`src/rtl/calib_stats.sv`:
```
// Window mean / standard-deviation engine feeding the normalizer stage.
// Optional: define CALIB_STD_CLAMP_EN to clamp o_std to a minimum of 1.
module calib_stats #(
   parameter int LOG2_N = 6
) (
   input  logic        i_clk,
   input  logic        i_reset_n,
   input  logic        i_start,
   input  logic        i_sample_valid,
   input  logic [15:0] i_sample,
   output logic [15:0] o_mean,
   output logic [15:0] o_std,
   output logic        o_valid,
   output logic        o_busy,
   output logic        o_done
);

   localparam int SW = 16 + LOG2_N;
   localparam int QW = 32 + LOG2_N;

`ifdef CALIB_STD_CLAMP_EN
   localparam logic [15:0] STD_RST = 16'd1;
`else
   localparam logic [15:0] STD_RST = 16'd0;
`endif

   typedef enum logic [2:0] {
      S_IDLE,
      S_ACCUM,
      S_VAR,
      S_SQRT,
      S_DONE
   } state_t;

   state_t              r_state;
   logic [SW-1:0]       r_sum;
   logic [QW-1:0]       r_sumsq;
   logic [LOG2_N-1:0]   r_cnt;
   logic [4:0]          r_it;
   logic [15:0]         r_mean;
   logic [31:0]         r_rad;
   logic [19:0]         r_rem;
   logic [15:0]         r_root;

   logic [31:0]         w_sq;
   logic [15:0]         w_mean;
   logic [31:0]         w_ex2;
   logic [31:0]         w_mm;
   logic [31:0]         w_var;
   logic [19:0]         w_rem_sh;
   logic [19:0]         w_trial;
   logic                w_ge;
   logic [15:0]         w_std;

   assign w_sq   = 32'(i_sample) * 32'(i_sample);
   assign w_mean = 16'(r_sum >> LOG2_N);
   assign w_ex2  = 32'(r_sumsq >> LOG2_N);
   assign w_mm   = 32'(w_mean) * 32'(w_mean);
   assign w_var  = (w_ex2 >= w_mm) ? (w_ex2 - w_mm) : 32'd0;

   // Restoring sqrt step: bring down two radicand bits, try 4*root+1.
   assign w_rem_sh = {r_rem[17:0], r_rad[31:30]};
   assign w_trial  = {2'b00, r_root, 2'b01};
   assign w_ge     = (w_rem_sh >= w_trial);

`ifdef CALIB_STD_CLAMP_EN
   assign w_std = (r_root == 16'd0) ? 16'd1 : r_root;
`else
   assign w_std = r_root;
`endif

   always_ff @(posedge i_clk) begin
      if (!i_reset_n) begin
         r_state <= S_IDLE;
         r_sum   <= '0;
         r_sumsq <= '0;
         r_cnt   <= '0;
         r_it    <= '0;
         r_mean  <= '0;
         r_rad   <= '0;
         r_rem   <= '0;
         r_root  <= '0;
         o_mean  <= '0;
         o_std   <= STD_RST;
         o_valid <= 1'b0;
         o_busy  <= 1'b0;
         o_done  <= 1'b0;
      end else begin
         o_done <= 1'b0;
         case (r_state)
            S_IDLE: begin
               if (i_start) begin
                  r_sum   <= '0;
                  r_sumsq <= '0;
                  r_cnt   <= '0;
                  o_busy  <= 1'b1;
                  r_state <= S_ACCUM;
               end
            end
            S_ACCUM: begin
               if (i_sample_valid) begin
                  r_sum   <= r_sum + {{LOG2_N{1'b0}}, i_sample};
                  r_sumsq <= r_sumsq + {{LOG2_N{1'b0}}, w_sq};
                  r_cnt   <= r_cnt + 1'b1;
                  if (r_cnt == '1)
                     r_state <= S_VAR;
               end
            end
            S_VAR: begin
               r_mean  <= w_mean;
               r_rad   <= w_var;
               r_rem   <= '0;
               r_root  <= '0;
               r_it    <= '0;
               r_state <= S_SQRT;
            end
            S_SQRT: begin
               if (r_it == 5'd16) begin
                  r_state <= S_DONE;
               end else begin
                  r_rem  <= w_ge ? (w_rem_sh - w_trial) : w_rem_sh;
                  r_root <= {r_root[14:0], w_ge};
                  r_rad  <= {r_rad[29:0], 2'b00};
                  r_it   <= r_it + 5'd1;
               end
            end
            S_DONE: begin
               o_mean  <= r_mean;
               o_std   <= w_std;
               o_valid <= 1'b1;
               o_done  <= 1'b1;
               o_busy  <= 1'b0;
               r_state <= S_IDLE;
            end
            default: r_state <= S_IDLE;
         endcase
      end
   end

endmodule

```
`config.mk`:
```
export PLATFORM = sky130hd
export DESIGN_NAME = calib_stats
export DESIGN_NICKNAME = d
export VERILOG_FILES = /design/src/rtl/calib_stats.sv
export SDC_FILE = /design/constraint.sdc
export NUM_CORES = 2
export LEC_CHECK = 0
export ABC_AREA = 1
export CORE_MARGIN = 10
export CORE_UTILIZATION = 66
export DETAILED_ROUTE_END_ITERATION = 12
export PLACE_DENSITY = 0.85
export SLEW_MARGIN = 20
export SYNTH_ARGS = -nofsm -noshare
export SYNTH_HDL_FRONTEND = slang
export SYNTH_SLANG_ARGS = --single-unit
```
`constraint.sdc`:
```
create_clock -name i_clk -period 9.74 [get_ports i_clk]
set_input_delay 1.948 -clock i_clk [delete_from_list [all_inputs] [get_ports i_clk]]
set_output_delay 1.948 -clock i_clk [all_outputs]
set_load 0.01 [all_outputs]
```
# Yosys cells after proc, flatten, opt, wreduce, memory -nomap -nowiden

Cells that the tools add are included.

Register bits after elaboration: 191
Word-level logic and storage cells: 70
Output and inout port bits: 35
Input bits: 20

Order comparisons: 2
Multiplexer cells: 27
Eq/ne operators: 11
Reductions and logical operators: 8
Multipliers: 2
Add/subtract/negate cells: 6

Operators by type and width:

| cell                                                           | count |
|---|---|
| 38-bit 2-to-1 mux                                              | 2 |
| 38-bit case mux with 2 select lines                            | 1 |
| 16-bit by 16-bit multiplier with 32-bit output                 | 2 |
| 32-bit 2-to-1 mux                                              | 2 |
| 32-bit case mux with 2 select lines                            | 1 |
| 22-bit 2-to-1 mux                                              | 2 |
| 22-bit case mux with 2 select lines                            | 1 |
| 38-bit by 32-bit adder with 38-bit output                      | 1 |
| 18-bit 2-to-1 mux                                              | 2 |
| 18-bit case mux with 2 select lines                            | 1 |
| 32-bit greater-or-equal comparator                             | 1 |
| 16-bit case mux with 2 select lines                            | 1 |
| 32-bit subtractor                                              | 1 |
| 22-bit by 16-bit adder with 22-bit output                      | 1 |
| 20-bit by 18-bit greater-or-equal comparator with 1-bit output | 1 |
| 18-bit subtractor                                              | 1 |
| 16-bit 2-to-1 mux                                              | 1 |
| 3-bit 2-to-1 mux                                               | 4 |
| 6-bit 2-to-1 mux                                               | 2 |
| 3-bit case mux with 4 select lines                             | 1 |
| 6-bit case mux with 2 select lines                             | 1 |
| 2-bit != test (second input constant)                          | 5 |
| 5-bit case mux with 2 select lines                             | 1 |
| 6-bit by 1-bit adder with 6-bit output (second input constant) | 1 |
| other kinds (14)                                               | 19 |

# Logic depth before layout (Yosys ltp)

Depth in word-level cells: 4
Depth in mapped cells: 39
Mapped depth without buffers: 37

# Least setup slack after synthesis

No wires, ideal clock.

Path type: input to register
From: in i_sample[10]
To: reg r_sumsq[35]
Library setup time: 0.115 ns
Data arrival time: 7.032 ns
Buffers on the path: 2
Stages on the path: 26
Required time: 9.625 ns
Path slack: 2.593 ns
Path through: clkbuf_1 -> clkbuf_1 -> nand2_1 -> fa_1 -> inv_1 -> fa_1 -> inv_1 -> fa_1 -> inv_1 -> fa_1 -> inv_1 -> fa_1 -> inv_1 -> fa_1 -> ha_1 -> nand2_1 -> nor2_1 -> inv_1 -> nor2_1 -> nand2_1 -> nand2_1 -> nand2_1 -> o21ai_0 -> nand3_1 -> nand2_1 -> nor2_1

Cells in the longest elaborated chain, start to end: 4

Ends and longest elaborated chain:

| what                                           | line | text |
|---|---|---|
| start, declared                                | 10   | `input logic [15:0] i_sample,` |
| 16-bit by 16-bit multiplier with 32-bit output | 55   | `assign w_sq = 32'(i_sample) * 32'(i_sample);` |
| 38-bit by 32-bit adder with 38-bit output      | 103  | `r_sumsq <= r_sumsq + {{LOG2_N{1'b0}}, w_sq};` |
| 38-bit 2-to-1 mux                              | 101  | `if (i_sample_valid) begin` |
| 38-bit case mux with 2 select lines            | 90   | `case (r_state)` |
| end signal, assigned                           | 103  |  |
| end, declared                                  | 37   | `logic [QW-1:0] r_sumsq;` |

Every way passes these cells. The select of a mux whose other input is x is not followed.
A chain may end at the register's enable or synchronous reset.

# Worst setup path after layout

From: reg r_sum[8]
To: reg r_rad[24]

Cells in the longest elaborated chain, start to end: 4
Elaborated cells between the ends (all ways): 5
Classes of those cells: 1 x add/sub; 1 x mul; 1 x order compare; 2 x mux

Ends and longest elaborated chain:

| what                                                                           | line | text |
|---|---|---|
| start, declared                                                                | 36   | `logic [SW-1:0] r_sum;` |
| start signal, assigned                                                         | 102  | `r_sum <= r_sum + {{LOG2_N{1'b0}}, i_sample};` |
| 16-bit by 16-bit multiplier with 32-bit output (*)                             | 58   | `assign w_mm = 32'(w_mean) * 32'(w_mean);` |
| 32-bit subtractor / 32-bit greater-or-equal comparator (equally long branches) | 59   | `assign w_var = (w_ex2 >= w_mm) ? (w_ex2 - w_mm) : 32'd0;` |
| 32-bit 2-to-1 mux (*)                                                          | 59   |  |
| 32-bit case mux with 2 select lines (*)                                        | 90   |  |
| end signal, assigned                                                           | 111  | `r_rad <= w_var;` |
| end signal, assigned                                                           | 123  | `r_rad <= {r_rad[29:0], 2'b00};` |
| end, declared                                                                  | 41   | `logic [31:0] r_rad;` |

Mark *: on every way between the ends. The rest lies on a longest branch, timed or not.

==> results_dict.tcl <==
set metrics [dict create \
    period_share 0.814 \
    synth_area_per_cell_sq_um 7.11 \
    power.density_nw_per_um2 304 \
    final_area_sq_um 29600 \
    antenna_found_initial 0 \
    synth_top_cells_by_count "956 x inv_1, 921 x nand2_1, 355 x fa_1" \
    dieArea_sq_um 51200 \
    grt_use_total 0.299 \
    final_util 0.704 \
    seq_power_share 0.120 \
    cp-start-kind "flop" \
    drt-wirelength-per-cell_um 16.4 \
    async_flop_share 0 \
    synth-main-ff-cell "dfxtp_1" \
    critPathBufInv 4 \
    slew_headroom 0.352 \
    yosysSeqAreaShare 0.136 \
    htreeDepth 4 \
    post_cts_resized 0 \
    setup_viol 0 \
    p_comb_frac 0.795 \
    p_leak_nw 16.5 \
    worst_path_most_repeated_cell "fa_1" \
    row_count 75 \
    hold_end "r_sumsq[5]$_SDFFE_PN0P_" \
    grt-ovfl-total 0 \
    min_from "r_sumsq[5]$_SDFFE_PN0P_" \
    syn_area_sq_um 28100 \
    maxCapViolCount 0 \
    endpoint_kind "flop" \
    path_clk_slew_ns 0.09 \
    ios 55 \
    tritoncts "built" \
    cts_root_buf "clkbuf_16" \
    grt_pass1_vias 24700 \
    dr.first_iter.drc_count 2536 \
    period_minus_slack_ns 7.92 \
    drt_wl_total_mm 73.7 \
    synth_top_area_share 0.253 \
    hpwl_mm 60.0 \
    ant_nets 0 \
    grt_pass1_wl_mm 122 \
    cp.required_ns 10.09 \
    postCtsSetupBuffers 0 \
    cp.arrival_ns 8.27 \
    whs_ns 0.466 \
    vias_per_cell 5.54 \
    fin_nets 4579 \
    drive_above_1_share 0.0289 \
    clock_path_buffers 2 \
    critPathMaxFanout 28 \
    ys_types 46 \
    ys_ff_latch 191 \
    cts_hold_buf 0 \
    numPortBuffers 54 \
    finalMaxSlewViolations 0 \
    yosysTopAreaCell "fa_1" \
    cpMaxStageDelayCell "dfxtp_1" \
    synth_edf_count 0 \
    pwr-share-clk 0.086 \
    yosysWarningCount 0 \
    min_path_cells 2 \
    drc 0 \
    final.fill_count 3477 \
    synthMostInstantiatedCell "inv_1" \
    intPower_mw 3.74 \
    ir_drop_mv 0.355 \
    critPathKind "flop to flop" \
    grt_max_degree 82 \
    rr_endpoint "r_rad[24]$_SDFFE_PN0P_" \
    start_util 0.668 \
    syn_inst 3948 \
    hold_violations 0 \
    rsz0062_at_grt "no" \
    clock.fmax_ghz 0.126 \
    setup_tns_ns 0 \
    p_sw_frac 0.584 \
    cts_sinks 191 \
    switching_power_mw 5.26 \
    synthToLayoutAreaGrowth_pct 5.47 \
    r2r_start "r_sum[8]$_SDFFE_PN0P_" \
    place_congestion 1.00 \
    cts_made_buffers 17 \
    holdCritPathClass "flop to flop" \
    die_y_um 226 \
    diodes 0 \
    die_x_um 226 \
    crit_path_max_incr_delay_ns 0.67 \
    ys_top_cells_by_area "fa_1 25%, dfxtp_1 14%, inv_1 13%, ha_1 12%, nand2_1 12%" \
    worst-path-stages 29 \
    fin_skew_ns 0.0182 \
    clk_latency_ns 0.50 \
    vias 24800 \
    worst_pin_slew_ns 0.973 \
    status "completed" \
    reg2reg_depth 29 \
    r2r_setup_slack_ns 1.82 \
    syn_nets 4601 \
    firstDrtPassIters 6 \
    cp_top_family "adder cells" \
    core_area_sq_um 42000 \
    placed_cell_area_sq_um 29000 \
]
## kinds of logic after synthesis
group,share of synthesized area
buf+inv,0.147
xor+xnor,0.0243
simple gates,0.214
compound gates,0.101
fa+ha+maj,0.377
flops,0.136
## worst register-to-register path, delay by kind of cell (launching register included)
family | cells | cell delay, ns
adders and majority gates | 8 | 3.91
and+or+nand+nor | 10 | 1.26
AOI/OAI and AO/OA | 6 | 1.19
DFF | 1 | 0.67
buffers and inverters | 4 | 0.51
xor gates and xnor gates | 1 | 0.21
## cell type report
cell class              count  area (sq um)  share of cell area
repair buffers             83           753              0.0254
inverters                 962          3610               0.122
clock inverters            15           194             0.00655
clock buffers              17           425              0.0144
well taps                 539           674              0.0228
multi-input cells        2671         20100               0.680
flip-flops and latches    191          3820               0.129
## layout by cell type, fill, tap and decap left out, types with 8 or more instances in the layout
cell type and n:
a211oi_2 15, a21o_1 10, a21oi_1 294, a31oi_1 11, buf_4 29, clkbuf_16 17
clkdlybuf4s50_1 53, dfxtp_1 191, fa_1 355, ha_1 278, inv_1 956, nand2_1 921
nand3_1 160, nand3b_1 26, nand4_1 41, nor2_1 232, nor3_1 28, o21a_1 8
o21ai_0 123, o21bai_1 15, o22ai_1 15, or2_2 14, xnor2_1 26, xor2_1 52
## worst max path at each step
| stage | start | endpoint | slack, ns |
|---|---|---|---|
| floorplan | i_sample[10] | r_sumsq[35]$_SDFFE_PN0P_ | 2.59 |
| global placement | i_sample[10] | r_sumsq[35]$_SDFFE_PN0P_ | 1.73 |
| detailed placement | i_sample[10] | r_sumsq[35]$_SDFFE_PN0P_ | 1.59 |
| CTS | r_sum[8]$_SDFFE_PN0P_ | r_rad[24]$_SDFFE_PN0P_ | 1.95 |
| global route | r_sum[18]$_SDFFE_PN0P_ | r_rad[24]$_SDFFE_PN0P_ | 1.28 |
| finish | r_sum[8]$_SDFFE_PN0P_ | r_rad[24]$_SDFFE_PN0P_ | 1.82 |
## flip-flops by register name, indices dropped and copies added, names as in the netlist
name,cells
r_sumsq,38
r_rad,32
r_sum,22
r_rem,18
o_mean,16
o_std,16
r_mean,16
r_root,16
r_cnt,6
r_it,5
r_state,3
o_busy,1
o_done,1
o_valid,1
## metal layers
metal / track usage / routed length (um)
met2: 0.495 / 34600
met4: 0.114 / 2690
met3: 0.0466 / 5830
met1: 0.387 / 30500
met5: 0 / 0
## metrics by stage
| step | power [mW] | std cells | setup slack, ns |
|---|---|---|---|
| 6_report | 9.00 | 4478 | 1.82 |
| 5_1_grt | 9.97 | 4478 | 1.28 |
| 3_5_place_dp | 8.01 | 4446 | 1.59 |
| 4_1_cts | 8.82 | 4478 | 1.95 |
| 2_1_floorplan | 6.41 | 3948 | 2.59 |
| 3_3_place_gp | 7.87 | 4446 | 1.73 |
## power by group through the flow
stage,sequential [mW],clock (mW),combinational [mW]
after global placement,1.09,0,6.78
after CTS,1.07,0.777,6.97
final,1.08,0.770,7.15
after detailed placement,1.09,0,6.92
after global routing,1.09,0.804,8.07
after floorplan,1.04,0,5.37
(Power assumes the default switching activity.)
